<file path="src/rtl/fmdll_pkg.sv">
// Shared FMDLL definitions: default divider widths, reset ratios and the
// divider FSM state encoding used by the counter stage and Select_Logic users.
package fmdll_pkg;

  localparam int         NW_DEF    = 4;
  localparam int         MW_DEF    = 2;
  localparam logic [3:0] N_RST_DEF = 4'd7;
  localparam logic [1:0] M_RST_DEF = 2'd3;

  typedef enum logic {
    IDLE = 1'b0,
    RUN  = 1'b1
  } state_e;

endpackage

</file>
<file path="src/rtl/fmdll_mod_counter.sv">
// Generic modulo counter: counts 0..i_limit, then returns to 0; o_at_limit
// flags the wrap cycle so instances can be chained.
module fmdll_mod_counter #(
  parameter int W = 4
) (
  input  logic         clk,
  input  logic         rst_n,
  input  logic         i_clr,
  input  logic         i_en,
  input  logic [W-1:0] i_limit,
  output logic [W-1:0] o_count,
  output logic         o_at_limit
);

  logic [W-1:0] r_count;

  assign o_at_limit = (r_count == i_limit);
  assign o_count    = r_count;

  // NOTE: state registers use non-blocking assignments so every flop samples
  // pre-edge values; blocking here would create order-dependent races.
  always_ff @(posedge clk or negedge rst_n) begin
    if (!rst_n) begin
      r_count <= '0;
    end else if (i_clr) begin
      r_count <= '0;
    end else if (i_en) begin
      r_count <= o_at_limit ? '0 : r_count + W'(1);
    end
  end

endmodule

</file>
<file path="src/rtl/fmdll_div_counter.sv">
// FMDLL divider stage: N-period / M-frame counters, DIV strobes, and a shadow
// register that swaps in new ratios only at frame boundaries or while idle.
module fmdll_div_counter
  import fmdll_pkg::*;
#(
  parameter int            NW    = NW_DEF,
  parameter int            MW    = MW_DEF,
  parameter logic [NW-1:0] N_RST = N_RST_DEF,
  parameter logic [MW-1:0] M_RST = M_RST_DEF
) (
  input  logic          clk_out,
  input  logic          rst_n,
  input  logic          en,
  input  logic          cfg_load,
  input  logic [NW-1:0] N_in,
  input  logic [MW-1:0] M_in,
  output logic          cfg_ack,
  output logic [NW-1:0] N,
  output logic [MW-1:0] M,
  output logic [NW-1:0] N_counter,
  output logic [MW-1:0] M_counter,
  output logic          DIV_N,
  output logic          DIV_M,
  output logic          running
);

  state_e        r_state;
  state_e        w_state_nxt;
  logic [NW-1:0] r_n;
  logic [MW-1:0] r_m;
  logic [NW-1:0] r_pend_n;
  logic [MW-1:0] r_pend_m;
  logic          r_pend;
  logic          r_div_n;
  logic          r_div_m;
  logic          r_cfg_ack;

  logic w_count;
  logic w_n_at;
  logic w_m_at;
  logic w_frame;
  logic w_apply;

  always_ff @(posedge clk_out or negedge rst_n) begin
    if (!rst_n) r_state <= IDLE;
    else        r_state <= w_state_nxt;
  end

  // NOTE: the default assignment first keeps every path assigned, so no
  // latch is inferred for the next-state signal.
  always_comb begin
    w_state_nxt = r_state;
    case (r_state)
      IDLE:    if (en)  w_state_nxt = RUN;
      RUN:     if (!en) w_state_nxt = IDLE;
      default: w_state_nxt = IDLE;
    endcase
  end

  // Counting only while RUN persists; leaving RUN clears on the same edge.
  assign w_count = (r_state == RUN) && en;

  fmdll_mod_counter #(.W(NW)) u_n_cnt (
    .clk        (clk_out),
    .rst_n      (rst_n),
    .i_clr      (!w_count),
    .i_en       (w_count),
    .i_limit    (r_n),
    .o_count    (N_counter),
    .o_at_limit (w_n_at)
  );

  fmdll_mod_counter #(.W(MW)) u_m_cnt (
    .clk        (clk_out),
    .rst_n      (rst_n),
    .i_clr      (!w_count),
    .i_en       (w_count && w_n_at),
    .i_limit    (r_m),
    .o_count    (M_counter),
    .o_at_limit (w_m_at)
  );

  // A fresh cfg_load at an apply point bypasses the shadow registers.
  assign w_frame = w_n_at && w_m_at;
  assign w_apply = ((r_state == IDLE) || w_frame) && (cfg_load || r_pend);

  always_ff @(posedge clk_out or negedge rst_n) begin
    if (!rst_n) begin
      r_n       <= N_RST;
      r_m       <= M_RST;
      r_pend_n  <= '0;
      r_pend_m  <= '0;
      r_pend    <= 1'b0;
      r_div_n   <= 1'b0;
      r_div_m   <= 1'b0;
      r_cfg_ack <= 1'b0;
    end else begin
      r_div_n   <= w_count && w_n_at;
      r_div_m   <= w_count && w_frame;
      r_cfg_ack <= w_apply;
      if (cfg_load) begin
        r_pend_n <= N_in;
        r_pend_m <= M_in;
      end
      if (w_apply) begin
        r_pend <= 1'b0;
        r_n    <= cfg_load ? N_in : r_pend_n;
        r_m    <= cfg_load ? M_in : r_pend_m;
      end else if (cfg_load) begin
        r_pend <= 1'b1;
      end
    end
  end

  assign N       = r_n;
  assign M       = r_m;
  assign DIV_N   = r_div_n;
  assign DIV_M   = r_div_m;
  assign cfg_ack = r_cfg_ack;
  assign running = (r_state == RUN);

endmodule

</file>
<file path="config.mk">
export PLATFORM = sky130hd
export DESIGN_NAME = fmdll_div_counter
export DESIGN_NICKNAME = d
export VERILOG_FILES = /design/src/rtl/fmdll_pkg.sv /design/src/rtl/fmdll_mod_counter.sv /design/src/rtl/fmdll_div_counter.sv
export SDC_FILE = /design/constraint.sdc
export NUM_CORES = 1
export LEC_CHECK = 0
export BUFFER_PORTS_ARGS = -buffer_cell sky130_fd_sc_hd__buf_2
export CORE_AREA = 10 10 68 53
export DETAILED_ROUTE_END_ITERATION = 7
export DIE_AREA = 0 0 78 63
export PLACE_DENSITY = 0.81
export SYNTH_ARGS = -nofsm -noshare
export SYNTH_HDL_FRONTEND = slang
export SYNTH_SLANG_ARGS = --single-unit
</file>
<file path="constraint.sdc">
create_clock -name clk_out -period 2.4 [get_ports clk_out]
set_input_delay 0.12 -clock clk_out [delete_from_list [all_inputs] [get_ports clk_out]]
set_output_delay 0.12 -clock clk_out [all_outputs]
set_load 0.02 [all_outputs]
</file>
==> results of run 1 <==
## final cells by class
cell class                 instances  area [um2]  share of cell area
timing repair buffer              28         153               0.114
multi-input combinational         74         507               0.378
sequential                        23         582               0.434
clock buffer                       4        26.3              0.0196
tap                               34        42.5              0.0317
inverter                           8        30.0              0.0224
## registers in the layout, summed over array words and instances, names as in the netlist
register,count
DIV_M,1
u_n_cnt.o_count,4
running,1
u_m_cnt.o_count,2
r_pend_n,4
r_pend,1
r_pend_m,2
M,2
N,4
cfg_ack,1
DIV_N,1
## per-layer routing
metal | wire (um) | track usage | vias to the layer above
met5 | 0 | 0 | -
met4 | 17 | 0.0335 | 0
met3 | 205 | 0.0532 | 2
met2 | 1300 | 0.180 | 20
met1 | 1190 | 0.138 | 451
li1 | - | - | 435
## path summary, 6_finish.rpt
kind / from / to / slack, ps / cells past startpoint
min in group asynchronous: rst_n / r_pend_n[2]$_DFF_PN0_ / 280 / 2
max reg2reg: M[1]$_DFFE_PN1P_ / u_m_cnt.o_count[1]$_DFFE_PN0P_ / 560 / 4
max in group asynchronous: rst_n / M[0]$_DFFE_PN1P_ / 1750 / 2
max: M[1]$_DFFE_PN1P_ / u_m_cnt.o_count[1]$_DFFE_PN0P_ / 560 / 4
min: N_in[1] / r_pend_n[1]$_DFF_PN0_ / 70 / 3
min reg2reg: u_n_cnt.o_count[0]$_DFF_PN0_ / u_n_cnt.o_count[0]$_DFF_PN0_ / 530 / 1
## cell usage in the layout (no fill, tap or decap), types with 2 or more instances in the layout
master         synthesis  layout
xnor2_1                6       6
nand4_1                7       7
a21oi_1                2       2
nand2b_1               5       5
nand2_1                9       9
and2_1                 2       2
dlygate4sd3_1          0       2
dfstp_2                5       5
nand3_1                2       2
mux2i_1               13      13
dfrtp_1               18      18
buf_2                  2      25
clkbuf_4               0       3
nor2_1                12      12
o221ai_1               6       6
inv_1                  8       8
## stage by stage
step / util / cell area [um2] / worst slack (ps) / cells
finish: 0.571 / 1340 / 557 / 171
global route: 0.571 / 1340 / 462 / 171
CTS: 0.571 / 1340 / 569 / 171
detailed placement: 0.551 / 1290 / 602 / 165
global placement: 0.551 / 1290 / 731 / 165
floorplan: - / 1150 / 652 / 110
## cells by family after synthesis
logic type,count (synthesis)
XOR/XNOR,8
adder cells (fa/ha/maj),1
AO/OA/AOI/OAI,11
AND/OR/NAND/NOR,41
flip-flops,23
multiplexers,13
buffers and inverters,13
## repair_timing
item,4_1_cts,5_1_grt
hold buffers,2,0
buffers inserted,0,0
hold endpoints to repair,19,0
## worst register-to-register path, stage by stage, from the launching register on
cell,delay (ps)
dfstp_2,580
xnor2_1,210
and2_1,300
or4b_1,500
a21oi_1,180
## power groups by stage
stage,logic (mW),registers [mW],clock network [mW]
floorplan,0.379,0.652,0
global placement,0.578,0.576,0
detailed placement,0.609,0.585,0
CTS,0.614,0.578,0.189
global route,0.679,0.590,0.201
finish,0.614,0.580,0.179
==> results.yml, run 1 <==
outcome:
  status: "finished clean"
placement:
  dp_hpwl_um: 2060
  portBuffers: 25
  gp_congestion: 0.837
synthesis:
  syn-cell-area_mm2: 0.00115
  synthTopCellsByCount: "18 x dfrtp_1, 13 x mux2i_1, 12 x nor2_1, 9 x nand2_1, 8 x inv_1"
  synth_edf_count: 0
  synth_flop_cell: "dfrtp_1"
  ys_seq_area_frac: 0.507
  synthArstFlopShare: 1.00
  synth_top_family_by_area: "simple AND/OR/NAND/NOR gates"
  syn_inst: 110
  yosysTopAreaCell: "dfrtp_1"
  synthSimpleGateAreaFrac: 0.178
  synth_xor_area_frac: 0.0676
  yosysWarnings: 0
  ys_types: 26
  synth-seq-cells: 23
  yosys-top-cells-area: "dfrtp_1 39%, dfstp_2 11%, mux2i_1 11%, o221ai_1 4.6%, xnor2_1 4.6%"
  synth_most_common_cell: "dfrtp_1"
  yosysTopAreaCellShare: 0.393
  synth-adder-area-share: 0.0109
  syn_area_per_cell_um2: 10.4
  syn-num-nets: 121
  synth-compound-area-share: 0.0720
  synthMuxAreaShare: 0.113
setup_path:
  crit_chain: "xnor2_1 > and2_1 > or4b_1 > a21oi_1"
  crit_family: "simple AND/OR/NAND/NOR gates"
  worst_setup_path_start_kind: "flop"
  end_kind: "flop"
  worstSetupPathType: "reg -> reg"
  cp_data_arrival_time_ps: 2080
  crit_path_max_fanout: 9
  critical-path-max-stage-delay_ps: 580
  critical_path_required_ps: 2640
  critPathSlowestCell: "dfstp_2"
  cp.buffers_inverters: 0
clocking:
  cts_buffers: 3
  htree_num_levels: 1
  cts_tree: "done"
  cts_num_sinks: 23
  insertion_delay_ps: 310
  root_buffer: "clkbuf_4"
  cts-resized-gates: 0
  clk_pin_slew_ps: 120
  clockBufferDepth: 2
drt:
  viasPerCell: 5.31
  drc: 0
  vias: 908
  firstDrtPassIters: 4
  routedWlPerCell_um: 15.8
  wl_um: 2710
  ant_nets: 0
  drtIter0Drc: 38
sta:
  hold_ws_ps: 71.4
  period_needed_ps: 1840
  post-route-period-util: 0.768
  setup_viol: 0
  relSlewSlack: 0.574
  worst_pin_slew_ps: 635
  setup_tns_ps: 0
  fin_skew_ps: 5.38
  finalMaxSlewViolations: 0
  rsz0062_at_grt: "false"
  hold_viol: 0
  max_freq_mhz: 542
hold_path:
  holdCritPathClass: "in -> reg"
grt:
  antenna_found_initial: 0
  grt_usage: 0.115
  grt_pass1_vias: 957
  grt-ovfl-total: 0
  grt_max_degree: 24
  grt_pass1_wl_um: 4660
final_layout:
  final_nets: 149
  syn2layout_area_growth_pct: 16.8
  diodes: 0
  nFillCells: 208
  drive_gt1_frac: 0.263
power_and_ir_drop:
  power.share.clock: 0.131
  power-per-cell-area_mw_per_mm2: 1030
  p_leak_nw: 0.674
  internal_power_mw: 0.801
  power.switching_mw: 0.573
  vdd_ir_drop_max_mv: 0.693
  combPwrFrac: 0.447
  total_power_mw: 1.37
  p_sw_frac: 0.417
  pwr-share-seq: 0.422
floorplanning:
  dieArea_mm2: 0.00491
  fp.dieH_um: 63
  ioPinCount: 26
  die_w_um: 78
  core-area_mm2: 0.00235
  num_rows: 15
  start_util: 0.489
job:
  maxCapViolations: 0
Power figures use the tool's default switching activity.
==> inputs of run 2 (changes only) <==
==> constraint.sdc (replaced) <==
create_clock -name clk_out -period 1.9 [get_ports clk_out]
set_input_delay 0.095 -clock clk_out [delete_from_list [all_inputs] [get_ports clk_out]]
set_output_delay 0.095 -clock clk_out [all_outputs]
set_load 0.02 [all_outputs]
==> run 2 against run 1 <==
Effect of this change: global-route usage about the same; clock-buffer cell count unchanged; first-iteration DRC count increased by 110%; sequential share of layout area decreased by 0.24 points.
==> results.yml, run 2 (synthesized netlist as in run 1, its figures left out) <==
clocking:
  clockBufferDepth: 2
  root_buffer: "clkbuf_4"
  insertion_delay_ps: 320
  htree_num_levels: 1
  clk_pin_slew_ps: 120
  post_cts_buffers: 0
  cts_buffers: 3
  cts_tree: "done"
  cts_num_sinks: 23
power_and_ir_drop:
  total_power_mw: 1.75
  p_leak_nw: 0.679
  power-per-cell-area_mw_per_mm2: 1300
  vdd_ir_drop_max_mv: 0.647
setup_path:
  rr_startpoint: "M[0]$_DFFE_PN1P_"
  crit_chain: "xnor2_2 > and2_1 > or4b_1 > a21oi_1"
  crit_family: "simple AND/OR/NAND/NOR gates"
  cp_data_arrival_time_ps: 2000
  worstSetupPathType: "reg -> reg"
  crit_path_max_fanout: 8
  r2r_slack_ps: 150
  critPathSlowestCell: "dfstp_2"
  r2r_cells: 4
  cp.buffers_inverters: 0
  r2r-end: "u_m_cnt.o_count[1]$_DFFE_PN0P_"
  critical_path_required_ps: 2150
  critical-path-max-stage-delay_ps: 600
  worst_setup_path_start_kind: "flop"
  end_kind: "flop"
sta:
  finalMaxSlewViolations: 0
  relSlewSlack: 0.661
  setup_viol: 0
  worst_pin_slew_ps: 508
  period_needed_ps: 1750
  setup_tns_ps: 0
  fin_skew_ps: 1.81
  finalWorstSetupSlack_ps: 152
  max_freq_mhz: 572
  post-route-period-util: 0.920
  hold_ws_ps: 40.8
  rsz0062_at_grt: "false"
  hold_viol: 0
placement:
  portBuffers: 25
  place_inst: 166
  gp_congestion: 0.852
  dp_hpwl_um: 2110
  dpl_cell_area_mm2: 0.00130
  place_ws_ps: 216
final_layout:
  utilization: 0.574
  drive_gt1_frac: 0.268
  mostFrequentLayoutCells: "25 x buf_2, 18 x dfrtp_1, 13 x mux2i_1"
  final_cells: 172
  syn2layout_area_growth_pct: 17.4
  layout_commonest_cell: "buf_2"
  final_nets: 150
  stdcell_area_mm2: 0.00135
  diodes: 0
hold_path:
  holdCritPathClass: "in -> reg"
  holdPathStages: 3
  hp-start: "N_in[1]"
  holdPathEnd: "r_pend_n[1]$_DFF_PN0_"
floorplanning:
  die_w_um: 78
  fp.dieH_um: 63
  ioPinCount: 26
  num_rows: 15
  core-area_mm2: 0.00235
  dieArea_mm2: 0.00491
  start_util: 0.489
grt:
  grt_usage: 0.115
  grt_pass1_vias: 943
  grt_pass1_wl_um: 4610
  grt_max_degree: 24
  grt-ovfl-total: 0
  antenna_found_initial: 0
drt:
  firstDrtPassIters: 6
  wl_um: 2770
  viasPerCell: 5.38
  drtIter0Drc: 81
  drc: 0
  routedWlPerCell_um: 16.1
  ant_nets: 0
  vias: 926
outcome:
  status: "finished clean"
job:
  maxCapViolations: 0
==> run 2: cell count changes in the layout (fill, tap and decap cells not counted), sizes merged <==
cell / before / now
buf: 26 / 27
==> run 2: routing by layer <==
metal	global-route usage	wire, um	vias up
li1	-	-	433
met1	0.138	1190	456
met2	0.188	1370	32
met3	0.0489	192	5
met4	0.0246	17	0
met5	0	0	-
==> run 2: cell type report <==
| type | instances | area (um2) |
|---|---|---|
| tap | 34 | 42.5 |
| inverter | 8 | 30.0 |
| fill | 206 | 998 |
| sequential | 23 | 582 |
| timing repair buffer | 29 | 160 |
| clock buffer | 4 | 26.3 |
| multi-input combinational | 74 | 507 |
==> run 2: where the power goes <==
group          internal, mW  leakage (nW)  switching [mW]
Clock                0.0823        0.0150           0.147
Combinational         0.317         0.381           0.477
Sequential            0.626         0.282           0.102
==> run 2: worst min-delay path: cells and delay by family <==
kind	cells	cell delay, ps
buffers and inverters	2	130
muxes	1	100
==> run 2: timing repair <==
action,4_1_cts,5_1_grt
gates resized for setup,0,0
endpoints found under the hold margin,19,0
hold buffers,2,0
==> run 2: worst max-delay path by stage <==
stage / slack [ps] / cells after the start / startpoint / endpoint
floorplan: 150 / 5 / M[1]$_DFFE_PN1P_ / u_m_cnt.o_count[1]$_DFFE_PN0P_
CTS: 170 / 4 / M[0]$_DFFE_PN1P_ / u_m_cnt.o_count[1]$_DFFE_PN0P_
detailed placement: 220 / 4 / M[0]$_DFFE_PN1P_ / u_m_cnt.o_count[1]$_DFFE_PN0P_
global route: 60 / 4 / M[0]$_DFFE_PN1P_ / u_m_cnt.o_count[1]$_DFFE_PN0P_
finish: 150 / 4 / M[0]$_DFFE_PN1P_ / u_m_cnt.o_count[1]$_DFFE_PN0P_
global placement: 280 / 4 / M[0]$_DFFE_PN1P_ / u_m_cnt.o_count[1]$_DFFE_PN0P_
==> inputs of run 3 (changes only) <==
--- a/config.mk
+++ b/config.mk
@@ -5,10 +5,11 @@
 export SDC_FILE = /design/constraint.sdc
 export NUM_CORES = 1
 export LEC_CHECK = 0
+export ABC_AREA = 1
 export BUFFER_PORTS_ARGS = -buffer_cell sky130_fd_sc_hd__buf_2
-export CORE_AREA = 10 10 68 53
+export CORE_AREA = 10 10 66 51
 export DETAILED_ROUTE_END_ITERATION = 7
-export DIE_AREA = 0 0 78 63
+export DIE_AREA = 0 0 76 61
 export PLACE_DENSITY = 0.81
 export SYNTH_ARGS = -nofsm -noshare
 export SYNTH_HDL_FRONTEND = slang
==> run 3 against run 2 <==
Effect of this change: clock-buffer cell count did not move; via count fell by 9.5%; flip-flop and latch count did not move; critical endpoint is now N[3]$_DFFE_PN0P_; largest power group is now registers; highest routed layer unchanged.
==> results.yml, run 3 <==
outcome:
  status: "finished clean"
synthesis:
  yosysTopAreaCellShare: 0.439
  syn_area_per_cell_um2: 8.34
  yosysWarnings: 0
  ys_seq_area_frac: 0.567
  synth_flop_cell: "dfrtp_1"
  syn_inst: 123
  yosysTopAreaCell: "dfrtp_1"
  synth-seq-cells: 23
  synth_edf_count: 0
  synth_most_common_cell: "nand2_1"
  yosys-top-cells-area: "dfrtp_1 44%, nand2_1 20%, dfstp_2 13%, inv_1 6.2%, nand3_1 3.4%"
  syn-num-nets: 134
  syn-cell-area_mm2: 0.00103
  synthArstFlopShare: 1.00
  ys_types: 17
  synthTopCellsByCount: "54 x nand2_1, 18 x dfrtp_1, 17 x inv_1, 7 x nand3_1"
drt:
  drc: 0
  ant_nets: 0
  vias: 838
  viasPerCell: 4.51
  routedWlPerCell_um: 12.1
  firstDrtPassIters: 4
  drtIter0Drc: 33
  wl_um: 2250
final_layout:
  syn2layout_area_growth_pct: 20.6
  drive_gt1_frac: 0.273
  diodes: 0
  mostFrequentLayoutCells: "54 x nand2_1, 25 x buf_2, 18 x dfrtp_1"
  utilization: 0.584
  layout_commonest_cell: "nand2_1"
  stdcell_area_mm2: 0.00124
  final_nets: 166
grt:
  grt_pass1_wl_um: 3900
  grt-ovfl-total: 0
  grt_pass1_vias: 856
  grt.met1_usage: 0.122
  top_usage_layer: "met2"
  use_met2: 0.185
  grt_use_met3: 0.0383
  grt_max_degree: 24
  antenna_found_initial: 0
  grt_usage: 0.103
floorplanning:
  core-area_mm2: 0.00212
  dieArea_mm2: 0.00464
  fp.dieH_um: 61
  start_util: 0.484
  die_w_um: 76
  ioPinCount: 26
  num_rows: 14
clocking:
  clk_pin_slew_ps: 120
  clockBufferDepth: 2
  insertion_delay_ps: 310
  cts_buffers: 3
  cts_tree: "done"
  cts_num_sinks: 23
  post_cts_buffers: 0
  htree_num_levels: 1
  root_buffer: "clkbuf_4"
setup_path:
  crit_path_max_fanout: 8
  critPathSlowestCell: "dfstp_2"
  critical_path_required_ps: 2110
  cp_data_arrival_time_ps: 1650
  critical-path-max-stage-delay_ps: 580
  cp_common_cell: "nand2_1"
  cp.buffers_inverters: 1
  end_kind: "flop"
  crit_chain: "inv_1 > nand2_1 > nand2_1 > nor2_2 > nand3_2 > nand2_4 > nand2_4 > nand2_1 > nand2_1"
  crit_family: "simple AND/OR/NAND/NOR gates"
  worst_setup_path_start_kind: "flop"
  worstSetupPathType: "reg -> reg"
sta:
  worst_pin_slew_ps: 498
  fin_skew_ps: 1.07
  period_needed_ps: 1440
  relSlewSlack: 0.668
  setup_viol: 0
  finalMaxSlewViolations: 0
  rsz0062_at_grt: "false"
  post-route-period-util: 0.758
  setup_tns_ps: 0
  max_freq_mhz: 695
  hold_viol: 0
placement:
  dpl_cell_area_mm2: 0.00119
  portBuffers: 25
  dp_hpwl_um: 1820
  gp_congestion: 0.787
power_and_ir_drop:
  p_leak_nw: 0.719
  power-per-cell-area_mw_per_mm2: 1020
  vdd_ir_drop_max_mv: 0.776
hold_path:
  holdCritPathClass: "in -> reg"
job:
  maxCapViolations: 0
-- run 3: cell count changes in the layout (fill, tap and decap cells not counted), sizes merged, moves of 4 or more --
cell	before	now
inv	8	20
mux2i	13	0
nand2	9	56
nand2b	5	0
nand3	2	8
nand4	7	1
nor2	12	8
o221ai	6	0
xnor2	7	1
-- run 3: area by class of cell --
type,count,area [um2]
Tap cell,32,40.0
Timing Repair Buffer,27,145
Fill cell,190,882
Sequential cell,23,582
Clock buffer,4,26.3
Multi-Input combinational cell,80,369
Inverter,20,75.1
-- run 3: worst register-to-register path: stages, from the launching register on --
cell and delay [ps]:
dfstp_2 580, inv_1 50, nand2_1 60, nand2_1 60, nor2_2 150, nand3_2 120, nand2_4 120, nand2_4 80
nand2_1 70, nand2_1 50
-- run 3: cells by family after synthesis --
logic type,Yosys count,share of synthesized area
AO/OA/AOI/OAI,3,0.0158
XOR/XNOR,3,0.0256
adder cells (fa/ha/maj),1,0.0122
buffers and inverters,20,0.0732
flip-flops,23,0.567
AND/OR/NAND/NOR,73,0.306
-- run 3: worst paths after layout --
check	from	endpoint	slack (ps)	cells after the start
max	M[1]$_DFFE_PN1P_	N[3]$_DFFE_PN0P_	460	9
min	N_in[1]	r_pend_n[1]$_DFF_PN0_	10	3
max reg2reg	M[1]$_DFFE_PN1P_	N[3]$_DFFE_PN0P_	460	9
min reg2reg	r_pend_m[0]$_DFF_PN0_	r_pend_m[0]$_DFF_PN0_	500	2
max in group asynchronous	rst_n	N[2]$_DFFE_PN1P_	1270	2
min in group asynchronous	rst_n	r_pend_m[1]$_DFF_PN0_	270	2
-- run 3: through the flow --
step,total power [mW],setup WS [ps],hold slack (ps),std cells
after CTS,1.27,465,4.22,186
final,1.26,461,10.6,186
after global routing,1.34,343,13.6,186
after detailed placement,1.05,485,93.9,180
after floorplan,0.914,531,-201,123
after global placement,1.04,542,84.6,180
-- run 3: timing repair --
action                                 CTS  global route
endpoints found under the hold margin   19             0
resized for setup                        0             0
hold buffers                             2             0
-- run 3: where the power goes --
group / switching (mW) / internal [mW] / total (mW)
combinational: 0.268 / 0.131 / 0.398
sequential: 0.0578 / 0.582 / 0.639
clock: 0.140 / 0.0820 / 0.222
-- run 3: layer usage --
layer  wire [um]  part of all wire
met1        1090              0.48
met5           0                 0
met3         135             0.060
met2        1020              0.45
met4          14            0.0062
